File: src/rtl/store_buffer_pkg.sv
`default_nettype none
// ============================================================================
// Module      : store_buffer_pkg
// Description : Shared constants and types for the store buffer slice.
//               Holds the default buffer depth, the chip/write enable levels,
//               the all-zero bus word and the RAM port operation encoding.
// Revision    : 1.0 - initial release
// ============================================================================
package store_buffer_pkg;

    // Buffer geometry
    localparam int c_STORE_BUF_DEPTH      = 4;
    localparam int c_STORE_BUF_DEPTH_LOG2 = 2;

    // Bus/enable levels shared with the rest of the datapath
    localparam logic        c_CHIP_ENABLE   = 1'b1;
    localparam logic        c_CHIP_DISABLE  = 1'b0;
    localparam logic        c_WRITE_ENABLE  = 1'b1;
    localparam logic        c_WRITE_DISABLE = 1'b0;
    localparam logic [31:0] c_ZERO_WORD     = 32'h0000_0000;
    localparam logic [3:0]  c_SEL_ALL       = 4'hF;

    // What the single RAM port does in a given cycle
    typedef enum logic [1:0] {
        PORT_IDLE  = 2'd0,
        PORT_LOAD  = 2'd1,
        PORT_DRAIN = 2'd2
    } port_op_t;

endpackage
`default_nettype wire

File: src/rtl/store_buffer_fifo.sv
`default_nettype none
// ============================================================================
// Module      : store_buffer_fifo
// Description : Entry storage for the store buffer. Circular array of
//               {word address, byte select, data} with read/write pointers
//               and an occupancy count, plus a per-entry word-match vector
//               that flags every occupied entry whose word address equals
//               the probe word.
// Ports       : clk, rst           - clock, async active-high reset
//               i_push / i_push_*  - enqueue one entry at the clock edge
//               i_pop              - dequeue the head entry at the clock edge
//               i_match_word       - word address to compare against entries
//               o_head_*           - contents of the oldest entry
//               o_match            - per-entry hit flags (occupied entries only)
//               o_empty / o_full   - count==0 / count==DEPTH
// Revision    : 1.0 - initial release
// ============================================================================
module store_buffer_fifo #(
    parameter  int DEPTH  = 4,
    parameter  int ADDR_W = 32,
    parameter  int DATA_W = 32,
    localparam int PTR_W  = $clog2(DEPTH),
    localparam int WORD_W = ADDR_W - 2
) (
    input  logic              clk,
    input  logic              rst,
    input  logic              i_push,
    input  logic [WORD_W-1:0] i_push_word,
    input  logic [3:0]        i_push_sel,
    input  logic [DATA_W-1:0] i_push_data,
    input  logic              i_pop,
    input  logic [WORD_W-1:0] i_match_word,
    output logic [WORD_W-1:0] o_head_word,
    output logic [3:0]        o_head_sel,
    output logic [DATA_W-1:0] o_head_data,
    output logic [DEPTH-1:0]  o_match,
    output logic              o_empty,
    output logic              o_full
);

    logic [WORD_W-1:0] r_word [DEPTH];
    logic [3:0]        r_sel  [DEPTH];
    logic [DATA_W-1:0] r_data [DEPTH];
    logic [PTR_W-1:0]  r_wr_ptr;
    logic [PTR_W-1:0]  r_rd_ptr;
    logic [PTR_W:0]    r_count;

    logic w_do_push;
    logic w_do_pop;

    assign o_empty   = (r_count == '0);
    assign o_full    = (r_count == (PTR_W+1)'(DEPTH));
    assign w_do_push = i_push & ~o_full;
    assign w_do_pop  = i_pop & ~o_empty;

    // Entry contents need no reset: occupancy alone decides validity.
    always_ff @(posedge clk) begin
        if (w_do_push) begin
            r_word[r_wr_ptr] <= i_push_word;
            r_sel[r_wr_ptr]  <= i_push_sel;
            r_data[r_wr_ptr] <= i_push_data;
        end
    end

    always_ff @(posedge clk or posedge rst) begin
        if (rst) begin
            r_wr_ptr <= '0;
            r_rd_ptr <= '0;
            r_count  <= '0;
        end else begin
            if (w_do_push) begin
                r_wr_ptr <= r_wr_ptr + PTR_W'(1);
            end
            if (w_do_pop) begin
                r_rd_ptr <= r_rd_ptr + PTR_W'(1);
            end
            case ({w_do_push, w_do_pop})
                2'b10:   r_count <= r_count + (PTR_W+1)'(1);
                2'b01:   r_count <= r_count - (PTR_W+1)'(1);
                default: r_count <= r_count;
            endcase
        end
    end

    assign o_head_word = r_word[r_rd_ptr];
    assign o_head_sel  = r_sel[r_rd_ptr];
    assign o_head_data = r_data[r_rd_ptr];

    // An entry is occupied when its distance from the read pointer
    // (modulo DEPTH) is below the count; only occupied entries may hit.
    for (genvar gi = 0; gi < DEPTH; gi++) begin : g_match
        localparam logic [PTR_W-1:0] c_IDX = PTR_W'(gi);
        logic [PTR_W-1:0] w_off;
        assign w_off       = c_IDX - r_rd_ptr;
        assign o_match[gi] = ({1'b0, w_off} < r_count) && (r_word[gi] == i_match_word);
    end

endmodule
`default_nettype wire

File: src/rtl/store_buffer.sv
`default_nettype none
// ============================================================================
// Module      : store_buffer
// Description : Posted-write buffer between the MEM stage and the data RAM
//               port. Stores are queued and retire in order whenever the
//               port is not used by a load. Loads take the port first; a load
//               to a word with a queued store stalls until it has drained.
// Ports       : clk, rst               - clock, async active-high reset
//               req_*                  - MEM stage access (valid/we/addr/sel/data)
//               stall_req              - hold MEM request (full or load hit)
//               ld_data                - load result, same cycle as issue
//               ram_*                  - single RAM port (rdata combinational)
//               sb_empty / sb_full     - buffer status
// Revision    : 1.0 - initial release
// ============================================================================
module store_buffer
    import store_buffer_pkg::*;
#(
    parameter int DEPTH  = c_STORE_BUF_DEPTH,
    parameter int ADDR_W = 32,
    parameter int DATA_W = 32
) (
    input  logic              clk,
    input  logic              rst,
    input  logic              req_valid,
    input  logic              req_we,
    input  logic [ADDR_W-1:0] req_addr,
    input  logic [3:0]        req_sel,
    input  logic [DATA_W-1:0] req_data,
    output logic              stall_req,
    output logic [DATA_W-1:0] ld_data,
    output logic              ram_ce,
    output logic              ram_we,
    output logic [ADDR_W-1:0] ram_addr,
    output logic [3:0]        ram_sel,
    output logic [DATA_W-1:0] ram_wdata,
    input  logic [DATA_W-1:0] ram_rdata,
    output logic              sb_empty,
    output logic              sb_full
);

    localparam int                WORD_W = ADDR_W - 2;
    localparam logic [DATA_W-1:0] c_ZERO = DATA_W'(c_ZERO_WORD);

    logic [WORD_W-1:0] w_head_word;
    logic [3:0]        w_head_sel;
    logic [DATA_W-1:0] w_head_data;
    logic [DEPTH-1:0]  w_match;
    logic              w_empty;
    logic              w_full;
    logic              w_is_load;
    logic              w_is_store;
    logic              w_hit;
    logic              w_push;
    logic              w_pop;
    port_op_t          w_op;

    store_buffer_fifo #(
        .DEPTH  (DEPTH),
        .ADDR_W (ADDR_W),
        .DATA_W (DATA_W)
    ) u_fifo (
        .clk          (clk),
        .rst          (rst),
        .i_push       (w_push),
        .i_push_word  (req_addr[ADDR_W-1:2]),
        .i_push_sel   (req_sel),
        .i_push_data  (req_data),
        .i_pop        (w_pop),
        .i_match_word (req_addr[ADDR_W-1:2]),
        .o_head_word  (w_head_word),
        .o_head_sel   (w_head_sel),
        .o_head_data  (w_head_data),
        .o_match      (w_match),
        .o_empty      (w_empty),
        .o_full       (w_full)
    );

    // Requests are masked while reset is high so the RAM port and the
    // pipeline see a quiet interface for the whole reset window.
    assign w_is_load  = ~rst & req_valid & ~req_we;
    assign w_is_store = ~rst & req_valid & req_we;
    assign w_hit      = |w_match;

    // Full-stall uses the registered count only, even if a pop frees a
    // slot in this same cycle.
    assign w_push = w_is_store & ~w_full;

    always_comb begin
        w_op = PORT_IDLE;
        if (w_is_load && !w_hit) begin
            w_op = PORT_LOAD;
        end else if (!rst && !w_empty) begin
            w_op = PORT_DRAIN;
        end
    end

    assign w_pop     = (w_op == PORT_DRAIN);
    assign stall_req = (w_is_store & w_full) | (w_is_load & w_hit);
    assign sb_empty  = w_empty;
    assign sb_full   = w_full;

    always_comb begin
        ram_ce    = c_CHIP_DISABLE;
        ram_we    = c_WRITE_DISABLE;
        ram_addr  = '0;
        ram_sel   = '0;
        ram_wdata = c_ZERO;
        ld_data   = c_ZERO;
        case (w_op)
            PORT_LOAD: begin
                ram_ce   = c_CHIP_ENABLE;
                ram_addr = req_addr;
                ram_sel  = c_SEL_ALL;
                ld_data  = ram_rdata;
            end
            PORT_DRAIN: begin
                ram_ce    = c_CHIP_ENABLE;
                ram_we    = c_WRITE_ENABLE;
                ram_addr  = {w_head_word, 2'b00};
                ram_sel   = w_head_sel;
                ram_wdata = w_head_data;
            end
            default: begin
            end
        endcase
    end

endmodule
`default_nettype wire

File: config.mk
export PLATFORM = sky130hd
export DESIGN_NAME = store_buffer
export DESIGN_NICKNAME = d
export VERILOG_FILES = /design/src/rtl/store_buffer_pkg.sv /design/src/rtl/store_buffer_fifo.sv /design/src/rtl/store_buffer.sv
export SDC_FILE = /design/constraint.sdc
export NUM_CORES = 1
export LEC_CHECK = 0
export CORE_ASPECT_RATIO = 1.1
export CORE_MARGIN = 3
export CORE_UTILIZATION = 54
export DETAILED_ROUTE_END_ITERATION = 10
export PLACE_DENSITY = 0.88
export SYNTH_ARGS = -nofsm -noshare
export SYNTH_HDL_FRONTEND = slang
export SYNTH_SLANG_ARGS = --single-unit
File: constraint.sdc
create_clock -name clk -period 4.76 [get_ports clk]
set_input_delay 0.476 -clock clk [delete_from_list [all_inputs] [get_ports clk]]
set_output_delay 0.476 -clock clk [all_outputs]
set_load 0.01 [all_outputs]
==> results of run 1 <==
## worst max-delay path by stage
| stage | startpoint | to | slack (ns) | depth (start not counted) |
|---|---|---|---|---|
| after global placement | req_addr[26] | ram_addr[10] | 0.37 | 10 |
| after CTS | u_fifo.r_rd_ptr[0]$_DFFE_PP0P_ | ram_addr[26] | 0.1 | 9 |
| final | u_fifo.r_rd_ptr[1]$_DFFE_PP0P_ | ram_addr[10] | 0.22 | 11 |
| after global routing | req_addr[26] | ram_wdata[19] | 0.02 | 9 |
| after floorplan | u_fifo.r_rd_ptr[0]$_DFFE_PP0P_ | u_fifo.r_count[2]$_DFFE_PP0P_ | 0.96 | 19 |
| after detailed placement | req_addr[26] | ram_wdata[2] | 0.24 | 9 |
## cell usage in the layout, fill, tap and decap left out, drive strengths merged, types with 2 or more instances in the layout
master           n
xnor2           17
edfxtp         264
nor3             5
nand4            4
ha               9
clkinv           7
buf             17
nor4            24
o2111ai          4
a21o             4
dfrtp            7
bufinv           4
o21a             2
clkinvlp         2
and2            70
a2111oi          4
mux4            66
a21oi            2
nand3            5
nand2           32
clkdlybuf4s50  208
xor2           110
inv             46
clkbuf          35
mux2i           31
nor2             4
## final cells by class
| type | instances | area, um^2 |
|---|---|---|
| flip-flops and latches | 271 | 8110 |
| multi-input cells | 401 | 4040 |
| inverters | 46 | 173 |
| fillers | 1483 | 7190 |
| repair buffers | 225 | 2250 |
| well taps | 300 | 375 |
| clock inverters | 13 | 165 |
| clock buffers | 35 | 706 |
## kinds of logic (layout without fill, tap and decap cells)
logic type / count (synthesis) / after routing
flops: 271 / 271
simple gates: 147 / 147
xor+xnor: 127 / 127
buf+inv: 107 / 319
mux: 97 / 97
compound gates: 20 / 20
fa+ha+maj: 10 / 10
## layer usage
layer	vias to the layer above	global-route usage, %
met2	362	38.6
met5	-	0
met1	3630	29.7
met3	61	4.86
met4	2	6.80
li1	3260	-
## flip-flops by register name (all words and copies together), names as in the netlist
signal           cells
u_fifo.r_count       3
u_fifo.r_data      128
u_fifo.r_rd_ptr      2
u_fifo.r_sel        16
u_fifo.r_word      120
u_fifo.r_wr_ptr      2
## report_power, final
group          switching (mW)  internal [mW]
clock network           0.853           1.26
logic                    1.04           1.17
registers               0.114           2.79
## synth_stat cells, drive strengths merged (5+ instances only)
cell / number
clkbuf: 18
edfxtp: 264
and2: 70
buf: 43
mux4: 66
inv: 46
mux2i: 31
dfrtp: 7
xor2: 110
nor3: 5
nand3: 5
ha: 9
nand2: 32
nor4: 24
xnor2: 17
## critical path: stages, from the launching register on
cell and delay [ns]:
dfrtp_2 0.66, xnor2_1 0.16, inv_1 0.07, ha_1 0.14
inv_1 0.05, o2111ai_1 0.21, a2111oi_0 0.10, or4_1 0.71
nor2_4 0.21, buf_12 0.27, mux2i_1 0.34, clkdlybuf4s50_1 0.60
## per-stage QoR
step | area, um^2 | std cells | hold WS [ns]
finish | 15800 | 1291 | 0.308
global route | 15800 | 1291 | 0.325
CTS | 15800 | 1291 | 0.288
detailed placement | 14900 | 1243 | 0.597
global placement | 14900 | 1243 | 0.565
floorplan | 12700 | 779 | 0.287
==> results.sh, run 1 <==
export IMPL_ys_async_sr_fraction_pct=2.58
export IMPL_ys_warnings_count=0
export IMPL_ctsLongestPathBuffers=3
export IMPL_grt_start_max_net_pins=40
export IMPL_worstSetupStartpointType="flip-flop"
export IMPL_cts_setup_buffers=0
export IMPL_grt_pass1_vias=7770
export IMPL_p_leak_nw=5.44
export IMPL_yosys_area_share_adder_pct=1.05
export IMPL_rows=58
export IMPL_routedWlPerCell_um=22.3
export IMPL_slew_headroom_pct=42.6
export IMPL_clk_latency_ns=0.53
export IMPL_root_buffer="clkbuf_16"
export IMPL_tns_ns=0
export IMPL_status="finished clean"
export IMPL_cts_tree="done"
export IMPL_synth_area_leaders="edfxtp_1 63%, mux4_2 12%, xor2_1 7.6%"
export IMPL_die_h_um=167
export IMPL_reg2reg_depth=14
export IMPL_rsz0062_at_grt="no"
export IMPL_grt_ovfl_total=0
export IMPL_place_hpwl_um=19000
export IMPL_cts_hold_buf=0
export IMPL_end_kind="output pin"
export IMPL_synth_top_cell_area_share_pct=62.5
export IMPL_final_net_count=1085
export IMPL_synth_cell_types=36
export IMPL_die_area_um2=25400
export IMPL_cp_required_ns=4.28
export IMPL_period_needed_ns=4.54
export IMPL_slew_violations=0
export IMPL_synthXorXnorAreaFrac_pct=8.77
export IMPL_fin_skew_ns=0.0116
export IMPL_synthMuxAreaShare_pct=14.2
export IMPL_syn_nets=893
export IMPL_ios=209
export IMPL_pre_cts_ws_ns=0.237
export IMPL_place_congestion=0.844
export IMPL_ys_ff_latch=271
export IMPL_firstDrtPassIters=5
export IMPL_synth_area_per_cell_um2=16.3
export IMPL_rrSetupSlack_ns=1.08
export IMPL_grtUsageTotal_pct=22.7
export IMPL_viasPerCell=5.67
export IMPL_final_util_pct=68.8
export IMPL_reg2reg_to="u_fifo.r_count[2]$_DFFE_PP0P_"
export IMPL_synth_largest_area_cell="edfxtp_1"
export IMPL_setup_ws_ns=0.222
export IMPL_reg2reg_from="u_fifo.r_rd_ptr[1]$_DFFE_PP0P_"
export IMPL_synth_top_family_by_area="multiplexers"
export IMPL_crit_arrival_ns=4.06
export IMPL_cts_resized=0
export IMPL_vias=7315
export IMPL_post_route_period_util_pct=95.3
export IMPL_path_max_fanout=39
export IMPL_netlist_area_um2=12700
export IMPL_antenna_found_initial=1
export IMPL_yosysSeqAreaShare_pct=63.9
export IMPL_powerDensity_nw_per_um2=456
export IMPL_hp_class="primary input to async pin"
export IMPL_wl_met1_um=11500
export IMPL_drive_above_1_share_pct=12.9
export IMPL_tightest_slew_ns=0.860
export IMPL_core_um2=23000
export IMPL_antenna_cells=0
export IMPL_start_util_pct=55.1
export IMPL_worstSetupPathType="flip-flop to output pin"
export IMPL_grt_pass1_wl_um=45100
export IMPL_route_antenna_remaining_nets=0
export IMPL_maxUsedRoutingLayer="met5"
export IMPL_synth_compound_area_share_pct=1.25
export IMPL_synth_cells=779
export IMPL_die_w_um=152
export IMPL_clk_pin_slew_ns=0.06
export IMPL_finalHoldViolCount=0
export IMPL_synth_edf_count=264
export IMPL_setup_viol=0
export IMPL_drc=0
export IMPL_cts_htree_levels=1
export IMPL_met2WireLength_um=14200
export IMPL_cts_made_buffers=26
export IMPL_wl_met3_um=2230
export IMPL_area_growth_pct=24.8
export IMPL_synth_simple_area_share_pct=6.52
export IMPL_p_total_mw=7.21
export IMPL_cts_num_sinks=271
export IMPL_irDropWorstVdd_mv=0.364
export IMPL_portBuffers=208
export IMPL_synthFlopType="edfxtp_1"
export IMPL_drv_cap=0
export IMPL_wirelength_um=28800
export IMPL_drt_iter0_markers=595
export IMPL_fmaxAchievable_ghz=0.220
(Power assumes the default switching activity.)
==> run 2: changes to the inputs <==
--- a/config.mk
+++ b/config.mk
@@ -6,10 +6,11 @@
 export NUM_CORES = 1
 export LEC_CHECK = 0
 export CORE_ASPECT_RATIO = 1.1
-export CORE_MARGIN = 3
 export CORE_UTILIZATION = 54
 export DETAILED_ROUTE_END_ITERATION = 10
+export MAX_ROUTING_LAYER = met4
 export PLACE_DENSITY = 0.88
+export SKIP_LAST_GASP = 1
 export SYNTH_ARGS = -nofsm -noshare
 export SYNTH_HDL_FRONTEND = slang
 export SYNTH_SLANG_ARGS = --single-unit
==> run 2 against run 1 <==
  * Register-to-register slack better by 0.03 ns
  * Utilization about the same
  * Sequential power about the same
  * Final cell count about the same
  * Combinational power down 2%
  * Non-clock buffer count down 1
  * Critical path depth up 1
  * First-iteration DRC count down 17%
  * Cell area down 0.39%
  * Global-route usage up 1.6 points
  * Clock skew down 0.0010 ns
  * Largest cell class unchanged
==> results.sh, run 2 (same netlist as run 1, synthesis figures left out) <==
export IMPL_cts_setup_buffers=0
export IMPL_die_area_um2=24100
export IMPL_slew_violations=0
export IMPL_switching_share_pct=28.1
export IMPL_drc=0
export IMPL_slew_headroom_pct=37.5
export IMPL_fin_skew_ns=0.0106
export IMPL_drv_cap=0
export IMPL_grtUsageTotal_pct=24.2
export IMPL_cts_htree_levels=1
export IMPL_drive_above_1_share_pct=12.7
export IMPL_antenna_found_initial=0
export IMPL_p_total_mw=7.03
export IMPL_layout_commonest_cell="edfxtp_1"
export IMPL_area_growth_pct=24.3
export IMPL_comb_power_share_pct=30.8
export IMPL_reg_top3="u_fifo.r_data (128), u_fifo.r_word (120), u_fifo.r_sel (16)"
export IMPL_placed_area_um2=15000
export IMPL_final_util_pct=68.7
export IMPL_pwr_share_seq_pct=41.7
export IMPL_setup_viol=0
export IMPL_largest_reg_flops=128
export IMPL_p_int_mw=5.06
export IMPL_worstSetupStartpointType="flip-flop"
export IMPL_end_kind="output pin"
export IMPL_grt_ovfl_total=0
export IMPL_cts_made_buffers=27
export IMPL_route_antenna_remaining_nets=0
export IMPL_final_cell_mix="264 x edfxtp_1, 208 x clkdlybuf4s50_1, 110 x xor2_1"
export IMPL_switchingPower_mw=1.97
export IMPL_regArea_um2=8110
export IMPL_irDropWorstVdd_mv=0.349
export IMPL_place_congestion=0.877
export IMPL_fmaxAchievable_ghz=0.223
export IMPL_rsz0062_at_grt="no"
export IMPL_grt_pass1_wl_um=42700
export IMPL_root_buffer="clkbuf_16"
export IMPL_final_net_count=1085
export IMPL_rows=58
export IMPL_powerDensity_nw_per_um2=446
export IMPL_grt_pass1_vias=7614
export IMPL_cts_num_sinks=271
export IMPL_worstSetupPathType="flip-flop to output pin"
export IMPL_drt_iter0_markers=495
export IMPL_hp_class="primary input to async pin"
export IMPL_cp_required_ns=4.28
export IMPL_portBuffers=208
export IMPL_clk_pin_slew_ns=0.06
export IMPL_start_util_pct=55.3
export IMPL_pre_cts_ws_ns=0.286
export IMPL_core_um2=22900
export IMPL_die_h_um=163
export IMPL_post_route_period_util_pct=94.2
export IMPL_grt_start_max_net_pins=44
export IMPL_firstDrtPassIters=4
export IMPL_nFillCells=1540
export IMPL_tightest_slew_ns=0.936
export IMPL_vias=7284
export IMPL_viasPerCell=5.65
export IMPL_clkPwrFrac_pct=27.5
export IMPL_layout_cell_area_non_filler_um2=15800
export IMPL_path_max_fanout=37
export IMPL_status="finished clean"
export IMPL_wirelength_um=27900
export IMPL_period_needed_ns=4.48
export IMPL_finalHoldViolCount=0
export IMPL_cts_resized=0
export IMPL_multi_input_area_um2=4040
export IMPL_clk_latency_ns=0.52
export IMPL_tns_ns=0
export IMPL_ios=209
export IMPL_antenna_cells=0
export IMPL_setup_ws_ns=0.276
export IMPL_routedWlPerCell_um=21.6
export IMPL_place_hpwl_um=18500
export IMPL_crit_arrival_ns=4.01
export IMPL_cts_hold_buf=0
export IMPL_die_w_um=148
export IMPL_p_leak_nw=5.41
export IMPL_cts_tree="done"
export IMPL_regMostFlops="u_fifo.r_data"
export IMPL_ctsLongestPathBuffers=3
## run 2: cell count changes in the layout (fill, tap and decap cells not counted), sizes merged
cell	change
clkbuf	+4
bufinv	-3
clkinv	+1
clkinvlp	-2
buf	-1
## run 2: metal layers
layer / GRT usage [%] / share of wire, %
met2: 41.2 / 51
met3: 3.70 / 7.2
met5: - / 0
met4: 6.70 / 2.3
met1: 30.4 / 39
## run 2: stage by stage
| stage | hold WS, ns | std cells |
|---|---|---|
| 6_report | 0.301 | 1290 |
| 4_1_cts | 0.295 | 1290 |
| 5_1_grt | 0.308 | 1290 |
| 3_5_place_dp | 0.570 | 1242 |
| 3_3_place_gp | 0.564 | 1242 |
| 2_1_floorplan | 0.287 | 779 |
## run 2: worst max-delay path, cell delays in order (launching register included)
cell,delay [ns]
dfrtp_4,0.61
xnor2_1,0.21
inv_1,0.09
ha_1,0.15
inv_1,0.05
o2111ai_1,0.20
a2111oi_0,0.10
or4_4,0.62
nor2_4,0.15
buf_12,0.25
buf_12,0.19
mux2i_1,0.27
clkdlybuf4s50_1,0.58
## run 2: area by class of cell
cell class,instances,share of cell area (%)
sequential,271,51.5
multi-input combinational,401,25.7
timing repair buffer,224,14.4
clock buffer,39,4.57
tap,300,2.38
inverter,46,1.10
clock inverter,9,0.453
## run 2: power groups by stage
stage | combinational [mW] | clock [mW] | sequential, mW
5_1_grt | 2.34 | 2.05 | 2.95
6_report | 2.16 | 1.93 | 2.93
2_1_floorplan | 1.41 | 0 | 2.88
4_1_cts | 2.20 | 1.96 | 2.93
3_3_place_gp | 2.15 | 0 | 2.97
3_5_place_dp | 2.19 | 0 | 2.98
## run 2: worst paths after layout
path | start | to | slack (ns) | depth (start not counted)
worst max register to register | u_fifo.r_rd_ptr[0]$_DFFE_PP0P_ | u_fifo.r_count[2]$_DFFE_PP0P_ | 1.11 | 14
worst min-delay path | rst | u_fifo.r_count[0]$_DFFE_PP0P_ | 0.30 | 2
min in group clk | u_fifo.r_count[0]$_DFFE_PP0P_ | u_fifo.r_count[0]$_DFFE_PP0P_ | 0.59 | 1
worst max-delay path | u_fifo.r_rd_ptr[0]$_DFFE_PP0P_ | ram_addr[22] | 0.28 | 12
max in group asynchronous | rst | u_fifo.r_rd_ptr[0]$_DFFE_PP0P_ | 4.19 | 2
worst min register to register | u_fifo.r_count[0]$_DFFE_PP0P_ | u_fifo.r_count[0]$_DFFE_PP0P_ | 0.59 | 1
